`src/rtl/gpu_prim_setup.sv`:
```
// Primitive setup stage: queues writeback primitive records in a small FIFO,
// computes each head's screen-space bounding box, drops degenerate primitives
// and presents survivors to the rasterizer through a one-entry output register.
module gpu_prim_setup #(
  parameter int GSR_W    = 16,
  parameter int VERTEX_W = 30,
  parameter int DEPTH    = 4,
  parameter int CNT_W    = 16
) (
  input  logic                I_CLOCK,
  input  logic                I_RESET_N,
  input  logic                I_LOCK,
  input  logic [GSR_W-1:0]    I_GSRValue,
  input  logic [VERTEX_W-1:0] I_VertexV1,
  input  logic [VERTEX_W-1:0] I_VertexV2,
  input  logic [VERTEX_W-1:0] I_VertexV3,
  input  logic                I_GSRValue_Valid,
  output logic                O_GPUStallSignal,
  output logic                O_Overflow,
  output logic                O_PrimValid,
  input  logic                I_RastReady,
  output logic [GSR_W-1:0]    O_PrimGSR,
  output logic [VERTEX_W-1:0] O_PrimV1,
  output logic [VERTEX_W-1:0] O_PrimV2,
  output logic [VERTEX_W-1:0] O_PrimV3,
  output logic [9:0]          O_BBoxXMin,
  output logic [9:0]          O_BBoxXMax,
  output logic [9:0]          O_BBoxYMin,
  output logic [9:0]          O_BBoxYMax,
  output logic [CNT_W-1:0]    O_DropCount
);

  localparam int PTR_W = (DEPTH > 1) ? $clog2(DEPTH) : 1;
  localparam int FC_W  = $clog2(DEPTH + 1);
  localparam int REC_W = GSR_W + 3 * VERTEX_W;

  logic [REC_W-1:0]    mem [DEPTH];
  logic [PTR_W-1:0]    wr_ptr;
  logic [PTR_W-1:0]    rd_ptr;
  logic [FC_W-1:0]     count;

  logic                fifo_empty;
  logic                fifo_full;
  logic                push;
  logic                pop;
  logic                slot_free;

  logic [REC_W-1:0]    head_rec;
  logic [GSR_W-1:0]    head_gsr;
  logic [VERTEX_W-1:0] head_v1;
  logic [VERTEX_W-1:0] head_v2;
  logic [VERTEX_W-1:0] head_v3;
  logic [9:0]          bb_xmin;
  logic [9:0]          bb_xmax;
  logic [9:0]          bb_ymin;
  logic [9:0]          bb_ymax;
  logic                head_degenerate;

  function automatic logic [9:0] min3(input logic [9:0] a, input logic [9:0] b,
                                      input logic [9:0] c);
    logic [9:0] m;
    m = (a < b) ? a : b;
    return (c < m) ? c : m;
  endfunction

  function automatic logic [9:0] max3(input logic [9:0] a, input logic [9:0] b,
                                      input logic [9:0] c);
    logic [9:0] m;
    m = (a > b) ? a : b;
    return (c > m) ? c : m;
  endfunction

  assign fifo_empty = (count == '0);
  assign fifo_full  = (count == FC_W'(DEPTH));
  assign slot_free  = !O_PrimValid || I_RastReady;

  // A push only uses a slot that is free before this edge; a same-cycle pop
  // does not make room for it.
  assign push = I_LOCK && I_GSRValue_Valid && !fifo_full;
  assign pop  = I_LOCK && !fifo_empty && slot_free;

  // One slot of slack covers writeback's one-cycle reaction to the stall.
  assign O_GPUStallSignal = (count >= FC_W'(DEPTH - 1));

  assign head_rec = mem[rd_ptr];
  assign head_gsr = head_rec[REC_W-1 -: GSR_W];
  assign head_v1  = head_rec[3*VERTEX_W-1 -: VERTEX_W];
  assign head_v2  = head_rec[2*VERTEX_W-1 -: VERTEX_W];
  assign head_v3  = head_rec[VERTEX_W-1:0];

  // Bounding box of the FIFO head over the x and y fields; z plays no part.
  always_comb begin
    bb_xmin = min3(head_v1[29:20], head_v2[29:20], head_v3[29:20]);
    bb_xmax = max3(head_v1[29:20], head_v2[29:20], head_v3[29:20]);
    bb_ymin = min3(head_v1[19:10], head_v2[19:10], head_v3[19:10]);
    bb_ymax = max3(head_v1[19:10], head_v2[19:10], head_v3[19:10]);
    head_degenerate = (bb_xmin == bb_xmax) || (bb_ymin == bb_ymax);
  end

  // FIFO storage needs no reset: only slots counted as occupied are ever read.
  always_ff @(posedge I_CLOCK) begin
    if (push) mem[wr_ptr] <= {I_GSRValue, I_VertexV1, I_VertexV2, I_VertexV3};
  end

  // FIFO pointers, occupancy and the sticky overflow flag.
  always_ff @(posedge I_CLOCK or negedge I_RESET_N) begin
    if (!I_RESET_N) begin
      wr_ptr     <= '0;
      rd_ptr     <= '0;
      count      <= '0;
      O_Overflow <= 1'b0;
    end else if (!I_LOCK) begin
      wr_ptr     <= '0;
      rd_ptr     <= '0;
      count      <= '0;
      O_Overflow <= 1'b0;
    end else begin
      if (push) wr_ptr <= wr_ptr + PTR_W'(1);
      if (pop)  rd_ptr <= rd_ptr + PTR_W'(1);
      if (push && !pop)      count <= count + FC_W'(1);
      else if (pop && !push) count <= count - FC_W'(1);
      if (I_GSRValue_Valid && fifo_full) O_Overflow <= 1'b1;
    end
  end

  // Output register: loads surviving heads, holds while stalled, counts drops.
  always_ff @(posedge I_CLOCK or negedge I_RESET_N) begin
    if (!I_RESET_N) begin
      O_PrimValid <= 1'b0;
      O_PrimGSR   <= '0;
      O_PrimV1    <= '0;
      O_PrimV2    <= '0;
      O_PrimV3    <= '0;
      O_BBoxXMin  <= '0;
      O_BBoxXMax  <= '0;
      O_BBoxYMin  <= '0;
      O_BBoxYMax  <= '0;
      O_DropCount <= '0;
    end else if (!I_LOCK) begin
      O_PrimValid <= 1'b0;
      O_PrimGSR   <= '0;
      O_PrimV1    <= '0;
      O_PrimV2    <= '0;
      O_PrimV3    <= '0;
      O_BBoxXMin  <= '0;
      O_BBoxXMax  <= '0;
      O_BBoxYMin  <= '0;
      O_BBoxYMax  <= '0;
      O_DropCount <= '0;
    end else if (slot_free) begin
      if (!fifo_empty && !head_degenerate) begin
        O_PrimValid <= 1'b1;
        O_PrimGSR   <= head_gsr;
        O_PrimV1    <= head_v1;
        O_PrimV2    <= head_v2;
        O_PrimV3    <= head_v3;
        O_BBoxXMin  <= bb_xmin;
        O_BBoxXMax  <= bb_xmax;
        O_BBoxYMin  <= bb_ymin;
        O_BBoxYMax  <= bb_ymax;
      end else begin
        O_PrimValid <= 1'b0;
        if (!fifo_empty && (O_DropCount != {CNT_W{1'b1}}))
          O_DropCount <= O_DropCount + CNT_W'(1);
      end
    end
  end

endmodule

```
`config.mk`:
```
export PLATFORM = sky130hd
export DESIGN_NAME = gpu_prim_setup
export DESIGN_NICKNAME = d
export VERILOG_FILES = /design/src/rtl/gpu_prim_setup.sv
export SDC_FILE = /design/constraint.sdc
export NUM_CORES = 1
export LEC_CHECK = 0
export ABC_AREA = 1
export BUFFER_PORTS_ARGS = -buffer_cell sky130_fd_sc_hd__buf_2
export CORE_MARGIN = 2
export CORE_UTILIZATION = 30
export CTS_BUF_LIST = sky130_fd_sc_hd__clkbuf_8 sky130_fd_sc_hd__clkbuf_16
export DETAILED_ROUTE_END_ITERATION = 12
export PLACE_DENSITY_LB_ADDON = 0.12
export SLEW_MARGIN = 25
export SYNTH_ARGS = -nofsm -noshare
export SYNTH_HDL_FRONTEND = slang
export SYNTH_SLANG_ARGS = --single-unit
```
`constraint.sdc`:
```
create_clock -name I_CLOCK -period 11.3 [get_ports I_CLOCK]
set_input_delay 0.565 -clock I_CLOCK [delete_from_list [all_inputs] [get_ports I_CLOCK]]
set_output_delay 0.565 -clock I_CLOCK [all_outputs]
set_load 0.005 [all_outputs]
```
# ---- Word-level counts from Yosys, hierarchy flattened
# Memory sizes are Yosys's and may differ from the RTL's.
# Cells that the tools add are included.
dict set report word_totals {
  reg_bits 171
  out_inout_bits 165
  mem_count 1
  word_cells 111
  ram_bits 424
  input_bits 111
}
dict set report classes {
  eq_ne 12
  n_addsub 5
  mux 50
  n_reduce_logical 20
  order_cmp 9
}
# memory words width rd rd_clocked_by_memory_dff wr line_no
set mem_list {}
lappend mem_list {mem 4 106 1 0 1 37} ;# logic [REC_W-1:0] mem [DEPTH];
# op count
set ops {}
lappend ops {{2-to-1 mux 30 bit} 9}
lappend ops {{2-to-1 mux 10 bit} 20}
lappend ops {{2-to-1 mux 16 bit} 7}
lappend ops {{greater-than comparator 10 bit} 4}
lappend ops {{< comparator 10 bit} 4}
lappend ops {{== test 10 bit} 2}
lappend ops {{adder 16 x 1 -> 16 bit (second input constant)} 1}
lappend ops {{!= test 16 bit (second input constant)} 1}
lappend ops {{!= test 2 x 1 -> 1 bit (second input constant)} 6}
lappend ops {{logical AND 1 bit} 9}
lappend ops {{2-to-1 mux 3 bit} 3}
lappend ops {{2-to-1 mux 2 bit} 4}
lappend ops {{2-to-1 mux 1 bit} 7}
lappend ops {{logical NOT 1 bit} 6}
lappend ops {{adder 2 x 1 -> 2 bit (second input constant)} 2}
lappend ops {{adder 3 x 1 -> 3 bit (second input constant)} 1}
lappend ops {{== test 3 bit (second input constant)} 1}
lappend ops {{greater-or-equal comparator 3 x 2 -> 1 bit (second input constant)} 1}
lappend ops {{logical NOT 3 bit} 1}
lappend ops {{!= test 3 x 1 -> 1 bit (second input constant)} 1}
lappend ops {{AND reduction 3 bit} 1}
lappend ops {{subtractor 3 x 1 -> 3 bit (second input constant)} 1}
lappend ops {{logical OR 1 bit} 2}
lappend ops {{!= test 2 bit (second input constant)} 1}
lappend ops {{AND reduction 2 bit} 1}

# ---- Depth between registers and ports, before layout
# Gate-level depths: netlist (run 1).
# An unclocked memory read counts as a cell.
dict set report depth {
  depth_word 12
  ltp_mapped 43
  mapped_depth_nobuf 35
}

# ---- Least setup slack after synthesis (run 1)
# No wires, ideal clock.
dict set report synth_timing {
  kind {input -> register}
  start {input I_GSRValue_Valid}
  end {memory mem[0][0] (netlist bit) (enable)}
  path_slack_ns 5.427
  t_required_ns 10.728
  stages 4
  setup_ns 0.572
  n_path_buf 0
  t_arrival_ns 5.301
  path_cell_list {nand2_1 -> nor2_1 -> inv_1 -> nor2_1}
}
dict set report synth_via {
  elab_chain_cells 4
}
# element line_no
set synth_rtl {}
lappend synth_rtl {{from (decl)} 17} ;# input logic I_GSRValue_Valid,
lappend synth_rtl {{logical AND 1 bit (2 in series)} 79} ;# assign push = I_LOCK && I_GSRValue_Valid && !fifo_full;
lappend synth_rtl {{2-to-1 mux 1 bit} 102} ;# if (push) mem[wr_ptr] <= {I_GSRValue, I_VertexV1, I_VertexV2, I_VertexV3};
lappend synth_rtl {{2-to-1 mux 1 bit (implied by the code)} 102}
lappend synth_rtl {{to (decl)} 37}
# No other way between the ends.

# ---- Worst setup path after layout (run 1)
dict set report layout_timing {
  start {register rd_ptr[0]}
  end {register O_PrimV3[29]}
}
dict set report layout_via {
  elab_chain_cells 11
  word_cells_on_any_way 27
  cone_classes {8 x order compare; 3 x eq/ne; 11 x mux; 4 x reduce/logical; 1 x memory}
}
# element line_no
set layout_rtl {}
lappend layout_rtl {{from (decl)} 39} ;# logic [PTR_W-1:0] rd_ptr;
lappend layout_rtl {{from (signal assigned)} 119} ;# if (pop) rd_ptr <= rd_ptr + PTR_W'(1);
lappend layout_rtl {{memory read (4 x 106 bit) *} n/a}
lappend layout_rtl {{< comparator 10 bit / greater-than comparator 10 bit (equally long branches)} {62, 69}}
lappend layout_rtl {{2-to-1 mux 10 bit (on tied branches)} {62, 69}}
lappend layout_rtl {{< comparator 10 bit / greater-than comparator 10 bit (equally long branches)} {63, 70}}
lappend layout_rtl {{2-to-1 mux 10 bit (on tied branches)} {63, 70}}
lappend layout_rtl {{== test 10 bit} 97} ;# head_degenerate = (bb_xmin == bb_xmax) || (bb_ymin == bb_ymax);
lappend layout_rtl {{logical OR 1 bit} 97}
lappend layout_rtl {{logical NOT 1 bit} 151} ;# if (!fifo_empty && !head_degenerate) begin
lappend layout_rtl {{logical AND 1 bit} 151}
lappend layout_rtl {{!= test 2 x 1 -> 1 bit (no source line)} n/a}
lappend layout_rtl {{AND reduction 2 bit (no source line)} n/a}
lappend layout_rtl {{to (signal assigned)} 156} ;# O_PrimV3 <= head_v3;
lappend layout_rtl {{to (decl)} 25} ;# output logic [VERTEX_W-1:0] O_PrimV3,
# Every way passes the cells marked *; elsewhere a longest branch is shown, timed or not. The select of a mux whose other input is x is not followed.
# A chain may end at the register's enable or synchronous reset.

==> results of run 1 <==
==> metal layers <==
metal	wire (um)	GRT usage, %	vias up
li1	-	-	9446
met1	40800	26.0	10000
met2	39600	29.0	552
met3	4870	3.66	150
met4	2250	6.41	18
met5	110	0	-
==> worst max path at each step <==
stage / startpoint / end / slack (ps) / depth (start not counted)
after CTS: rd_ptr[0] / O_PrimGSR[3] / 2800 / 29
after global routing: rd_ptr[0] / O_PrimV3[29] / 2430 / 30
after floorplan: I_GSRValue_Valid / mem[0][0] / 5430 / 4
after global placement: rd_ptr[0] / O_BBoxYMax[9] / 2890 / 29
final: rd_ptr[0] / O_PrimV3[29] / 3090 / 29
after detailed placement: rd_ptr[0] / O_PrimGSR[3] / 2840 / 29
==> report_power, final <==
part           switching, W  leakage, nW  internal (W)
Combinational       0.00427         6.33       0.00187
Clock              0.000904         1.22       0.00134
Sequential         0.000230         6.08       0.00272
==> critical path, delay by kind of cell, from the launching register on <==
| family | cells | cell delay, ps |
|---|---|---|
| AO/OA/AOI/OAI | 3 | 1310 |
| adder cells (fa/ha/maj) | 2 | 630 |
| buffers and inverters | 5 | 1520 |
| flip-flops | 1 | 960 |
| AND/OR/NAND/NOR | 19 | 3430 |
==> cell type report <==
cell class	instances	area (um2)
Clock inverter	47	330
Inverter	147	564
Antenna cell	9	22.5
Clock buffer	82	1970
Multi-Input combinational cell	1649	8600
Fill cell	9117	58200
Timing Repair Buffer	303	1660
Sequential cell	595	17000
Tap cell	1176	1470
==> stage by stage <==
step	instance area (um2)	hold WS (ps)
after floorplan	27100	269
after global placement	29200	492
after detailed placement	29200	493
after CTS	31600	123
after global routing	31600	145
final	31600	172
==> cell families after synthesis <==
logic type / Yosys count
and+or+nand+nor: 1211
buffers and inverters: 316
AOI/OAI and AO/OA: 362
DFF: 595
adders and majority gates: 64
xor gates and xnor gates: 12
==> sequential cells by signal (all words and copies together) (netlist names), 3 cells and up <==
name / count
mem: 424
O_BBoxXMax: 10
O_PrimV3: 30
O_BBoxYMin: 10
O_PrimGSR: 16
O_PrimV1: 30
O_PrimV2: 30
O_BBoxXMin: 10
O_DropCount: 16
O_BBoxYMax: 10
count: 3
==> placed cells by master, fill, tap and decap left out, types with 4 or more instances in the layout <==
master       n
clkbuf_8     8
clkinv_1    10
nand3_2     16
nor2_4       4
bufinv_16    4
edfxtp_1   424
nand4_1     26
clkinv_2    14
ha_1        63
buf_2      273
nor2_1     131
nor3_1      10
a221oi_1    46
inv_6        4
a21oi_1    173
inv_2       25
buf_4       20
clkbuf_16   75
a32o_1      12
o21ai_0     16
inv_1      134
nand2_1    647
dfrtp_1    169
a32oi_2     21
o22ai_1      7
xor2_1      12
o211ai_1     4
a32oi_1     17
nand2_2      6
o21ai_1     54
nand3_1    361
buf_6        5
diode_2      9
==> repair_timing <==
| action | 4_1_cts | 5_1_grt |
|---|---|---|
| hold buffers | 1 | 0 |
| endpoints found under the hold margin | 52 | 0 |
| setup buffers | 0 | 0 |
==> flow_summary.toml, run 1 <==
[setup_path]
r2r_start = "rd_ptr[0]"
crit_required_ps = 11840
r2r_end = "O_PrimV3[29]"
critPathSlowestCell = "dfrtp_4"
setup.worst_path.end_class = "flip-flop"
worstSetupPathType = "flip-flop to flip-flop"
reg2reg_slack_ps = 3090
r2r_cells = 29
cp-start-kind = "flip-flop"
crit_fanout = 145
crit_top_cell = "nand2_1"
cp.arrival_ps = 8750
max_stage_delay_ps = 960

[timing]
fin_tns_setup_ps = 0
layout_setup_ws_ps = 3090
rsz0062_at_grt = "false"
slew_headroom_pct = 34.7
skew_ps = 29.0
max_freq_mhz = 122
slew_viol_final = 0
setup_viol = 0
finalCriticalPeriod_ps = 8210
fin_crit_sh_pct = 72.7
hold_viol = 0
worst_pin_slew_ps = 979

[floorplan]
die_y_um = 305
rows = 110
dieArea_mm2 = 0.0929
coreArea_mm2 = 0.0899
initial_utilization_pct = 30.2
die_x_um = 305
ios = 276

[synthesis]
synth_edf_count = 424
synth-xor-area-share_pct = 0.387
yosysWarnings = 0
yosys.area_share.simple_pct = 19.3
synth.most_common_cell = "nand2_1"
synth.distinct_cells = 44
async_flop_share_pct = 28.7
yosys_most_used_dff = "edfxtp_1"
synth-compound-area-share_pct = 8.86
avgSynthCellArea_um2 = 10.6
synthTopCellsByCount = "648 x nand2_1, 424 x edfxtp_1, 361 x nand3_1, 173 x a21oi_1, 171 x dfrtp_1"
ys_ff_latch = 595
synth_area_leaders = "edfxtp_1 47%, dfrtp_1 16%, nand2_1 9.0%"
synth_top_area_share_pct = 46.9
synth_mux_area_share_pct = 0
ys_seq_area_share_pct = 62.7
synthAdderAreaFrac_pct = 2.98
synth_top_family_by_area = "simple AND/OR/NAND/NOR gates"
synth_area_leader_cell = "edfxtp_1"
synthCells = 2560
syn_area_mm2 = 0.0271
synth_fp_nets = 2735

[global_routing]
grt-ovfl-total = 0
grt_max_degree = 147
grt_pass1_vias = 20000
grt.total_usage_pct = 18.7
grt_pass1_wl_um = 131000
antenna_found_initial = 31

[clock_tree]
cts_buffer_depth = 3
h-tree-depth = 3
numCtsBuffers = 70
ctsResizeCount = 0
clkSinkCount = 595
clock_latency_ps = 610
cts_tree = "yes"
clk_pin_slew_ps = 60
cts-root-buf = "clkbuf_16"

[outcome]
outcome = "complete, no violations"

[drt]
drt_wl_total_um = 87700
dr_total_vias = 20200
vias_per_cell = 5.04
detail_route.wl_per_cell_um = 21.9
drt-pass1-iter-count = 5
drt_iter0_markers = 1424
drcViolationCount = 0
postRouteAntennaNets = 0

[pwr]
ir_worst_vdd_v = 0.000177
total_power_w = 0.0113
p_leak_nw = 13.6
p_per_area_mw_per_mm2 = 358

[place]
dpl_worst_slack_ps = 2840
globalplace.congestion = 0.853
port_buffers = 275
dp.cells = 3866
place_hpwl_um = 56000

[cells_and_area]
fin_util_pct = 35.2
area_growth_pct = 16.6
nets = 2941
layout.cells.non_filler = 4008
drive_above_1_share_pct = 17.4

[job]
cap_viol_max_count = 0

[min_path]
hp-class = "primary input to flip-flop"
whs_path_depth = 1
min-delay-start = "I_VertexV3[13]"
min_to = "mem[1][13]"
Note: power is estimated with default switching activity, not from simulation.
==> inputs of run 2 (changes only) <==
clock period = 7.5 ns   (was 11.3 ns; I/O delays follow)
==> flow_summary.toml, run 2 (synthesis gave the netlist of run 1 again) <==
[outcome]
outcome = "complete, no violations"

[clock_tree]
clk_pin_slew_ps = 60
cts-root-buf = "clkbuf_16"
cts_tree = "yes"
numCtsBuffers = 70
h-tree-depth = 3
clkSinkCount = 595
clock_latency_ps = 610
cts_buffer_depth = 3

[global_routing]
grt_pass1_vias = 19900
antenna_found_initial = 12
grt_max_degree = 107
grt-ovfl-total = 0
grt_pass1_wl_um = 132000
grt.total_usage_pct = 18.8

[pwr]
p_sw_share_pct = 47.8
combPwrFrac_pct = 54.7
switching_power_w = 0.00835
p_leak_nw = 14.2
ir_worst_vdd_v = 0.000405
pwr-share-seq_pct = 25.4
p_int_w = 0.00911
p_per_area_mw_per_mm2 = 530
clock_power_share_pct = 19.9

[drt]
dr_total_vias = 20400
drt-pass1-iter-count = 5
detail_route.wl_per_cell_um = 21.4
drcViolationCount = 0
postRouteAntennaNets = 0
drt_iter0_markers = 1497
vias_per_cell = 4.95
drt_wl_total_um = 88500

[place]
port_buffers = 275
globalplace.congestion = 0.863
place_hpwl_um = 57000

[floorplan]
die_x_um = 305
rows = 110
initial_utilization_pct = 30.2
die_y_um = 305
ios = 276
dieArea_mm2 = 0.0929
coreArea_mm2 = 0.0899

[timing]
whs_ps = 34.2
setup_viol = 0
slew_viol_final = 0
rsz0062_at_grt = "false"
hold_viol = 0
finalCriticalPeriod_ps = 6810
slew_headroom_pct = 29.2
fin_crit_sh_pct = 90.8
worst_pin_slew_ps = 1060
skew_ps = 27.6
max_freq_mhz = 147
fin_tns_setup_ps = 0

[cells_and_area]
register_area_mm2 = 0.0170
final_common_cell = "nand2_1"
final_cell_mix = "647 x nand2_1, 424 x edfxtp_1, 361 x nand3_1, 273 x buf_2, 173 x a21oi_1"
multi_input_area_mm2 = 0.00860
nets = 3060
drive_above_1_share_pct = 17.3
area_growth_pct = 21.3
largest_register_ffs = 424
num-fill-cells = 8950
regMostFlops = "mem"
fin_util_pct = 36.6

[setup_path]
crit_fanout = 83
crit_required_ps = 7980
critPathSlowestCell = "dfrtp_4"
cp-start-kind = "flip-flop"
crit_top_cell = "nand2_1"
cp.arrival_ps = 7290
setup.worst_path.end_class = "flip-flop"
max_stage_delay_ps = 520
worstSetupPathType = "flip-flop to flip-flop"

[job]
cap_viol_max_count = 0

[min_path]
hp-class = "primary input to flip-flop"
==> run 2: stage by stage <==
| step | total power, W | instances | worst slack [ps] | cell area, um2 |
|---|---|---|---|---|
| after global placement | 0.0140 | 3883 | 678 | 29500 |
| after floorplan | 0.0109 | 2560 | 1740 | 27100 |
| after CTS | 0.0176 | 4118 | 632 | 32900 |
| final | 0.0175 | 4126 | 692 | 32900 |
| after detailed placement | 0.0140 | 3883 | 664 | 29500 |
| after global routing | 0.0189 | 4123 | 98.9 | 32900 |
==> run 2: per-layer routing <==
metal | part of all wire [%] | wire length (um) | vias to the layer above | GRT usage (%)
met5 | 0.062 | 55 | - | 0
met4 | 1.8 | 1600 | 8 | 4.43
met3 | 4.4 | 3880 | 102 | 2.82
met2 | 45 | 40100 | 481 | 29.6
met1 | 48 | 42800 | 10200 | 27.1
li1 | - | - | 9685 | -
==> run 2: power by group through the flow <==
stage / combinational [W] / sequential (W) / clock [W]
6_report: 0.00956 / 0.00443 / 0.00347
5_1_grt: 0.0108 / 0.00449 / 0.00369
4_1_cts: 0.00957 / 0.00444 / 0.00356
3_5_place_dp: 0.00949 / 0.00449 / 0
3_3_place_gp: 0.00946 / 0.00450 / 0
2_1_floorplan: 0.00652 / 0.00443 / 0
==> run 2: layout make-up <==
cell class / count / share of cell area [%]
Inverter: 147 / 1.71
Sequential cell: 595 / 51.7
Tap cell: 1176 / 4.47
Multi-Input combinational cell: 1649 / 26.1
Timing Repair Buffer: 422 / 8.69
Clock buffer: 84 / 6.08
Antenna cell: 8 / 0.0608
Clock inverter: 45 / 1.16
==> run 2: timing repair <==
| item | 4_1_cts | 5_1_grt |
|---|---|---|
| gates resized for setup | 0 | 1 |
| hold buffers | 106 | 0 |
| buffers inserted | 0 | 0 |
| endpoints found under the setup margin | 0 | 64 |
| endpoints found under the hold margin | 494 | 0 |
==> run 2: path summary, 6_finish.rpt <==
| check | from | endpoint | slack, ps | depth (start not counted) |
|---|---|---|---|---|
| min | I_VertexV3[18] | mem[3][18] | 30 | 1 |
| min in group asynchronous | I_RESET_N | O_BBoxYMin[8] | 370 | 2 |
| max in group asynchronous | I_RESET_N | rd_ptr[0] | 5690 | 3 |
| max reg2reg | rd_ptr[0] | O_BBoxYMax[1] | 690 | 33 |
| max | rd_ptr[0] | O_BBoxYMax[1] | 690 | 33 |
| min reg2reg | O_PrimGSR[9] | O_PrimGSR[9] | 510 | 2 |
==> run 2: worst max-delay path: cells and delay by family (launching register included) <==
family          cells  cell delay, ps
compound gates      5            1110
simple gates       19            2920
buf+inv             7            1360
flops               1             520
fa+ha+maj           2             620
